File: config.mk
export PLATFORM = sky130hd
export DESIGN_NAME = binary_to_bcd_seq
export DESIGN_NICKNAME = d
export VERILOG_FILES = /design/src/rtl/binary_to_bcd_seq.sv
export SDC_FILE = /design/constraint.sdc
export NUM_CORES = 1
export LEC_CHECK = 0
export ABC_AREA = 1
export CORE_UTILIZATION = 45
export DETAILED_ROUTE_END_ITERATION = 8
export HOLD_SLACK_MARGIN = 0.05
export PLACE_DENSITY = 0.68
export SYNTH_ARGS = -nofsm -noshare
export SYNTH_HDL_FRONTEND = slang
export SYNTH_SLANG_ARGS = --single-unit
File: constraint.sdc
create_clock -name i_Clock -period 2 [get_ports i_Clock]
set_clock_uncertainty 0.15 [all_clocks]
set_input_delay 0.4 -clock i_Clock [delete_from_list [all_inputs] [get_ports i_Clock]]
set_output_delay 0.4 -clock i_Clock [all_outputs]
set_load 0.005 [all_outputs]
File: src/rtl/binary_to_bcd_seq.sv
// Sequential double-dabble binary-to-packed-BCD converter: one shift per clock,
// start/busy/valid handshake, sticky overflow and leading-zero blanking mask.
module binary_to_bcd_seq #(
  parameter int INPUT_WIDTH    = 8,
  parameter int DECIMAL_DIGITS = 3
) (
  input  logic                          i_Clock,
  input  logic                          i_Reset_n,
  input  logic                          i_Start,
  input  logic [INPUT_WIDTH-1:0]        i_Binary,
  output logic                          o_Busy,
  output logic                          o_Valid,
  output logic [DECIMAL_DIGITS*4-1:0]   o_BCD,
  output logic                          o_Overflow,
  output logic [DECIMAL_DIGITS-1:0]     o_Digit_Enable
);

  localparam int BW = DECIMAL_DIGITS * 4;
  localparam int CW = (INPUT_WIDTH > 1) ? $clog2(INPUT_WIDTH) : 1;
  localparam logic [CW-1:0]             CNT_LAST = CW'(INPUT_WIDTH - 1);
  localparam logic [DECIMAL_DIGITS-1:0] EN_RESET = DECIMAL_DIGITS'(1);

  typedef enum logic [1:0] {IDLE, SHIFT, DONE} state_t;

  state_t                     state_q, state_d;
  logic [INPUT_WIDTH-1:0]     shift_q, shift_d;
  logic [BW-1:0]              scratch_q, scratch_d;
  logic                       carry_q, carry_d;
  logic [CW-1:0]              count_q, count_d;
  logic                       valid_q, valid_d;
  logic [BW-1:0]              bcd_q, bcd_d;
  logic                       ovf_q, ovf_d;
  logic [DECIMAL_DIGITS-1:0]  en_q, en_d;

  logic [BW-1:0]              adjusted;
  logic [DECIMAL_DIGITS-1:0]  mask;

  // Per-digit add-3 correction and blanking mask; any carry out of the top
  // digit means higher (truncated) digits are nonzero, so every digit lights.
  generate
    for (genvar gi = 0; gi < DECIMAL_DIGITS; gi++) begin : g_digit
      assign adjusted[gi*4 +: 4] = (scratch_q[gi*4 +: 4] >= 4'd5) ?
                                   scratch_q[gi*4 +: 4] + 4'd3 : scratch_q[gi*4 +: 4];
      if (gi == 0) begin : g_ones
        assign mask[gi] = 1'b1;
      end else begin : g_upper
        assign mask[gi] = carry_q | (|scratch_q[BW-1:gi*4]);
      end
    end
  endgenerate

  always_comb begin
    state_d   = state_q;
    shift_d   = shift_q;
    scratch_d = scratch_q;
    carry_d   = carry_q;
    count_d   = count_q;
    valid_d   = 1'b0;
    bcd_d     = bcd_q;
    ovf_d     = ovf_q;
    en_d      = en_q;
    case (state_q)
      IDLE: begin
        if (i_Start) begin
          shift_d   = i_Binary;
          scratch_d = '0;
          carry_d   = 1'b0;
          count_d   = CNT_LAST;
          state_d   = SHIFT;
        end
      end
      SHIFT: begin
        scratch_d = {adjusted[BW-2:0], shift_q[INPUT_WIDTH-1]};
        carry_d   = carry_q | adjusted[BW-1];
        shift_d   = shift_q << 1;
        if (count_q == '0) begin
          state_d = DONE;
        end else begin
          count_d = count_q - CW'(1);
        end
      end
      DONE: begin
        bcd_d   = scratch_q;
        ovf_d   = carry_q;
        en_d    = mask;
        valid_d = 1'b1;
        state_d = IDLE;
      end
      default: state_d = IDLE;
    endcase
  end

  always_ff @(posedge i_Clock or negedge i_Reset_n) begin
    if (!i_Reset_n) begin
      state_q   <= IDLE;
      shift_q   <= '0;
      scratch_q <= '0;
      carry_q   <= 1'b0;
      count_q   <= '0;
      valid_q   <= 1'b0;
      bcd_q     <= '0;
      ovf_q     <= 1'b0;
      en_q      <= EN_RESET;
    end else begin
      state_q   <= state_d;
      shift_q   <= shift_d;
      scratch_q <= scratch_d;
      carry_q   <= carry_d;
      count_q   <= count_d;
      valid_q   <= valid_d;
      bcd_q     <= bcd_d;
      ovf_q     <= ovf_d;
      en_q      <= en_d;
    end
  end

  assign o_Busy         = (state_q != IDLE);
  assign o_Valid        = valid_q;
  assign o_BCD          = bcd_q;
  assign o_Overflow     = ovf_q;
  assign o_Digit_Enable = en_q;

endmodule

==> implementation parameters <==
Parameter                              Value

Run status
  Status ... finished, final reports clean

GRT
  Total global-route track usage ... 0.1596
  Most utilized layer in the global route result ... met2
  GR Util met3 ... 0.04360
  Maximum number of pins on one net before global-route repair ... 43
  Residual overflow from global routing ... 0
  Vias in the first global route ... ~1,400
  Met2 Track Usage GR ... 0.2406
  M1 GR Usage ... 0.2138
  Global-route wire length before repair ... between 6000 and 7000 microns
  Number of antenna violations at the first check in global routing ... 0

Clocking
  Clock transition at the registers of the reported paths ... 0.07 ns
  Clock insertion delay at the later pin of the skew report ... 0.29 ns
  Root buffer cell ... sky130_fd_sc_hd__clkbuf_8
  Clock tree from TritonCTS ... built
  Htree depth ... 2
  Maximum root-to-sink buffer count ... 2
  CTS buffer count ... 5
  CTS Sinks ... 42

Flow run
  MaxCap Viol Count ... 0

Route
  Wire length after detailed routing ... approximately 3500 microns
  DRC violation total after the first TritonRoute iteration ... 75
  Routed length per instance ... 10.70 microns
  DR vias ... 1,606
  Post-route DRC violation count ... 0
  ANT nets after route ... 0
  1st-pass router iterations ... 4
  Detailed-route vias per instance ... 4.926

STA
  Transition time of the tightest slew-check pin ... 0.5152 ns
  Number of endpoints failing setup at the final stage ... 0
  Number of endpoints with negative hold slack in the final report ... 0
  Peak clock frequency supported by timing ... 520.3 MHz
  Final worst path period share ... 0.9609
  Setup TNS Final ... 0 ns
  Slack of the critical path ... 0.07812 ns
  Max-slew violation count ... 0
  RSZ-0062 raised after global routing ... false
  Shortest clock period the worst path allows after layout ... 1.922 ns
  Relative max-transition margin ... 0.6565

Place
  Routability congestion estimate ... 0.7997
  Placed wire-length estimate after detailed placement ... ~2400 microns
  Placed cell areas ... around 0.0023 sq mm
  Port Buffer Count ... 27
  Pre-CTS setup slack ... 0.2879 ns

Yosys
  Synth Register Bits ... 42
  Cell count after synthesis ... roughly 240
  Sequential cell area fraction in the yosys report ... 0.5113
  Number of different library cells in the post-synthesis netlist ... 21
  Cell Area, Synth ... 0.002056 sq mm
  Post-synth net total ... 264
  Syn_area_per_cell ... 8.460 sq um
  Yosys Warn Count ... 0

Floorplan
  Total number of placement rows ... 24
  Number of top-level design ports ... 29
  Initial standard-cell utilization of the core ... 0.4689
  Vertical extent of the die ... 69.59 microns
  Placeable Area ... around 0.0044 sq mm
  Die area ... 0.004843 sq mm
  Chip Width ... 69.59 microns

Setup path
  Crit path required time ... 1.45 ns
  Element type at the critical path end ... output port
  WP data arrival ... 1.37 ns
  Crit Path Max Fanout ... 3
  R2R depth ... 8
  Critical-path top delay cell ... sky130_fd_sc_hd__clkdlybuf4s50_1
  Beginning of the worst register-to-register path ... scratch_q[9]
  Dominant delay contributor by cell family on the critical path ... buffers and inverters
  Cells along the critical path ... inv_1, nand2_2, clkdlybuf4s50_1
  Combined buffer and inverter count along the critical path ... 2
  End of the worst register-to-register path ... scratch_q[9]
  Reg-to-reg slack, setup ... 0.52 ns
  Origin of the worst setup path ... state_q[0]
  Longest individual stage delay on the worst path ... 0.51 ns
  Kind of critical path ... reg2out
  Startpoint class of the critical path ... register

Layout
  Number of inserted filler cells in the final layout ... ~400
  Area growth syn-to-layout ... 18.26%
  Diode insertion count for antenna repair ... 0
  Combined area of the multi-input logic cells ... 849.6 sq um
  Ratio of cells with drive above 1 in the final layout ... 0.07299
  Area occupied by registers ... ~0.0011 sq mm
  Net count reported at finish ... 295
  Finished Core Util ... 0.5545
  Final cell area excluding filler cells ... 0.002431 sq mm

Hold path
  Hold path endpoint ... shift_q[0]
  Min-delay worst type ... reg2reg
  Worst hold path startpoint ... shift_q[0]
  Number of stages on the worst hold path ... 2

Pwr
  Peak supply drop ... ~0.47 mV
  Cell leakage power ... 0.001227 uW
  Power per unit of standard cell area ... ~1400 mW/mm^2
==> flip-flops by register name, indices dropped and copies added (netlist names) <==
signal          count
shift_q             8
carry_q             1
o_Digit_Enable      2
o_Overflow          1
scratch_q          12
o_Valid             1
state_q             2
o_BCD              12
count_q             3
==> worst register-to-register path, stage by stage (launching register included) <==
cell and delay [ns]:
sky130_fd_sc_hd__dfrtp_1 0.39, sky130_fd_sc_hd__inv_1 0.17, sky130_fd_sc_hd__ha_1 0.22, sky130_fd_sc_hd__inv_1 0.05, sky130_fd_sc_hd__nand2_1 0.10, sky130_fd_sc_hd__nand3_1 0.10
sky130_fd_sc_hd__nand2_1 0.08, sky130_fd_sc_hd__nand3_1 0.09, sky130_fd_sc_hd__nand2_1 0.08
==> metal layers <==
metal,wire length [microns],up-vias
met5,0,-
met4,63,0
met3,154,6
met2,1488,40
met1,1781,724
li1,-,836
==> cells in the mapped netlist <==
| cell type | instances | area share |
|---|---|---|
| sky130_fd_sc_hd__nand2_1 | 86 | 0.16 |
| sky130_fd_sc_hd__a21oi_1 | 2 | 0.0049 |
| sky130_fd_sc_hd__o22ai_1 | 1 | 0.0030 |
| sky130_fd_sc_hd__a21boi_1 | 2 | 0.0073 |
| sky130_fd_sc_hd__nor2_1 | 5 | 0.0091 |
| sky130_fd_sc_hd__inv_2 | 5 | 0.0091 |
| sky130_fd_sc_hd__nor2_2 | 2 | 0.0061 |
| sky130_fd_sc_hd__conb_1 | 1 | 0.0018 |
| sky130_fd_sc_hd__o211ai_1 | 1 | 0.0037 |
| sky130_fd_sc_hd__nor2_4 | 2 | 0.011 |
| sky130_fd_sc_hd__nor3_1 | 1 | 0.0024 |
| sky130_fd_sc_hd__o21ai_0 | 22 | 0.054 |
| sky130_fd_sc_hd__nand4_1 | 6 | 0.018 |
| sky130_fd_sc_hd__buf_6 | 4 | 0.022 |
| sky130_fd_sc_hd__o21bai_1 | 1 | 0.0037 |
| sky130_fd_sc_hd__buf_4 | 1 | 0.0037 |
| sky130_fd_sc_hd__nand2_4 | 2 | 0.011 |
| sky130_fd_sc_hd__dfrtp_1 | 42 | 0.51 |
| sky130_fd_sc_hd__ha_1 | 10 | 0.061 |
| sky130_fd_sc_hd__nand3_1 | 24 | 0.058 |
| sky130_fd_sc_hd__inv_1 | 23 | 0.042 |
==> worst max path at each step <==
stage	end	slack (ns)	cells past startpoint
after floorplan	count_q[1]	0.67	6
after global placement	o_Busy	0.32	3
after detailed placement	o_Busy	0.29	3
after CTS	o_Busy	0.01	3
after global routing	o_Busy	0.03	3
final	o_Busy	0.08	3
==> layout make-up <==
type,instances,area share
Sequential cell,42,0.4328
Tap cell,52,0.02676
Multi-Input combinational cell,168,0.3495
Inverter,28,0.04323
Timing Repair Buffer,29,0.1163
Clock buffer,7,0.03139
==> where the power goes <==
group,total (uW),switching (uW),leakage [uW],internal [uW]
logic,1590,895,0.000650,691
registers,1390,201,0.000539,1190
clock network,506,265,0.0000383,240
==> what timing repair did <==
action | CTS | global route
buffers inserted | 0 | 0
resized for setup | 1 | 1
hold buffers | 1 | 0
pin swaps | 0 | 0
setup endpoints to repair | 1 | 1
hold endpoints to repair | 42 | 0
==> through the flow <==
stage,hold slack (ns),cells,power (uW)
finish,0.3248,326,3484
global route,0.3539,326,3828
CTS,0.3297,326,3516
detailed placement,0.3112,318,2994
global placement,0.3070,318,2950
floorplan,-0.04559,243,2488
==> cell families after synthesis <==
logic type	Yosys count	share of synthesized area
other	1	0.001824
AOI/OAI and AO/OA	29	0.07609
DFF	42	0.5113
and+or+nand+nor	128	0.2733
buffers and inverters	33	0.07669
adders and majority gates	10	0.06086
==> layout by cell type, fill, tap and decap left out <==
| cell type | synthesis | layout |
|---|---|---|
| sky130_fd_sc_hd__nand2_1 | 86 | 85 |
| sky130_fd_sc_hd__dfrtp_1 | 42 | 41 |
| sky130_fd_sc_hd__clkdlybuf4s50_1 | 0 | 26 |
| sky130_fd_sc_hd__nand3_1 | 24 | 24 |
| sky130_fd_sc_hd__inv_1 | 23 | 23 |
| sky130_fd_sc_hd__o21ai_0 | 22 | 22 |
| sky130_fd_sc_hd__ha_1 | 10 | 10 |
| sky130_fd_sc_hd__nand4_1 | 6 | 6 |
| sky130_fd_sc_hd__inv_2 | 5 | 5 |
| sky130_fd_sc_hd__nor2_1 | 5 | 5 |
| sky130_fd_sc_hd__clkbuf_8 | 0 | 5 |
| sky130_fd_sc_hd__nor2_4 | 2 | 2 |
| sky130_fd_sc_hd__nand2_4 | 2 | 2 |
| sky130_fd_sc_hd__nor2_2 | 2 | 2 |
| sky130_fd_sc_hd__a21boi_1 | 2 | 2 |
| sky130_fd_sc_hd__a21oi_1 | 2 | 2 |
| sky130_fd_sc_hd__clkbuf_1 | 0 | 2 |
| sky130_fd_sc_hd__nand2_2 | 0 | 1 |
| sky130_fd_sc_hd__o211ai_1 | 1 | 1 |
| sky130_fd_sc_hd__o21bai_1 | 1 | 1 |
| sky130_fd_sc_hd__o22ai_1 | 1 | 1 |
| sky130_fd_sc_hd__nor3_1 | 1 | 1 |
| sky130_fd_sc_hd__conb_1 | 1 | 1 |
| sky130_fd_sc_hd__dlygate4sd3_1 | 0 | 1 |
| sky130_fd_sc_hd__buf_2 | 0 | 1 |
| sky130_fd_sc_hd__buf_4 | 1 | 1 |
| sky130_fd_sc_hd__dfrtp_2 | 0 | 1 |
Power figures use the tool's default switching activity.
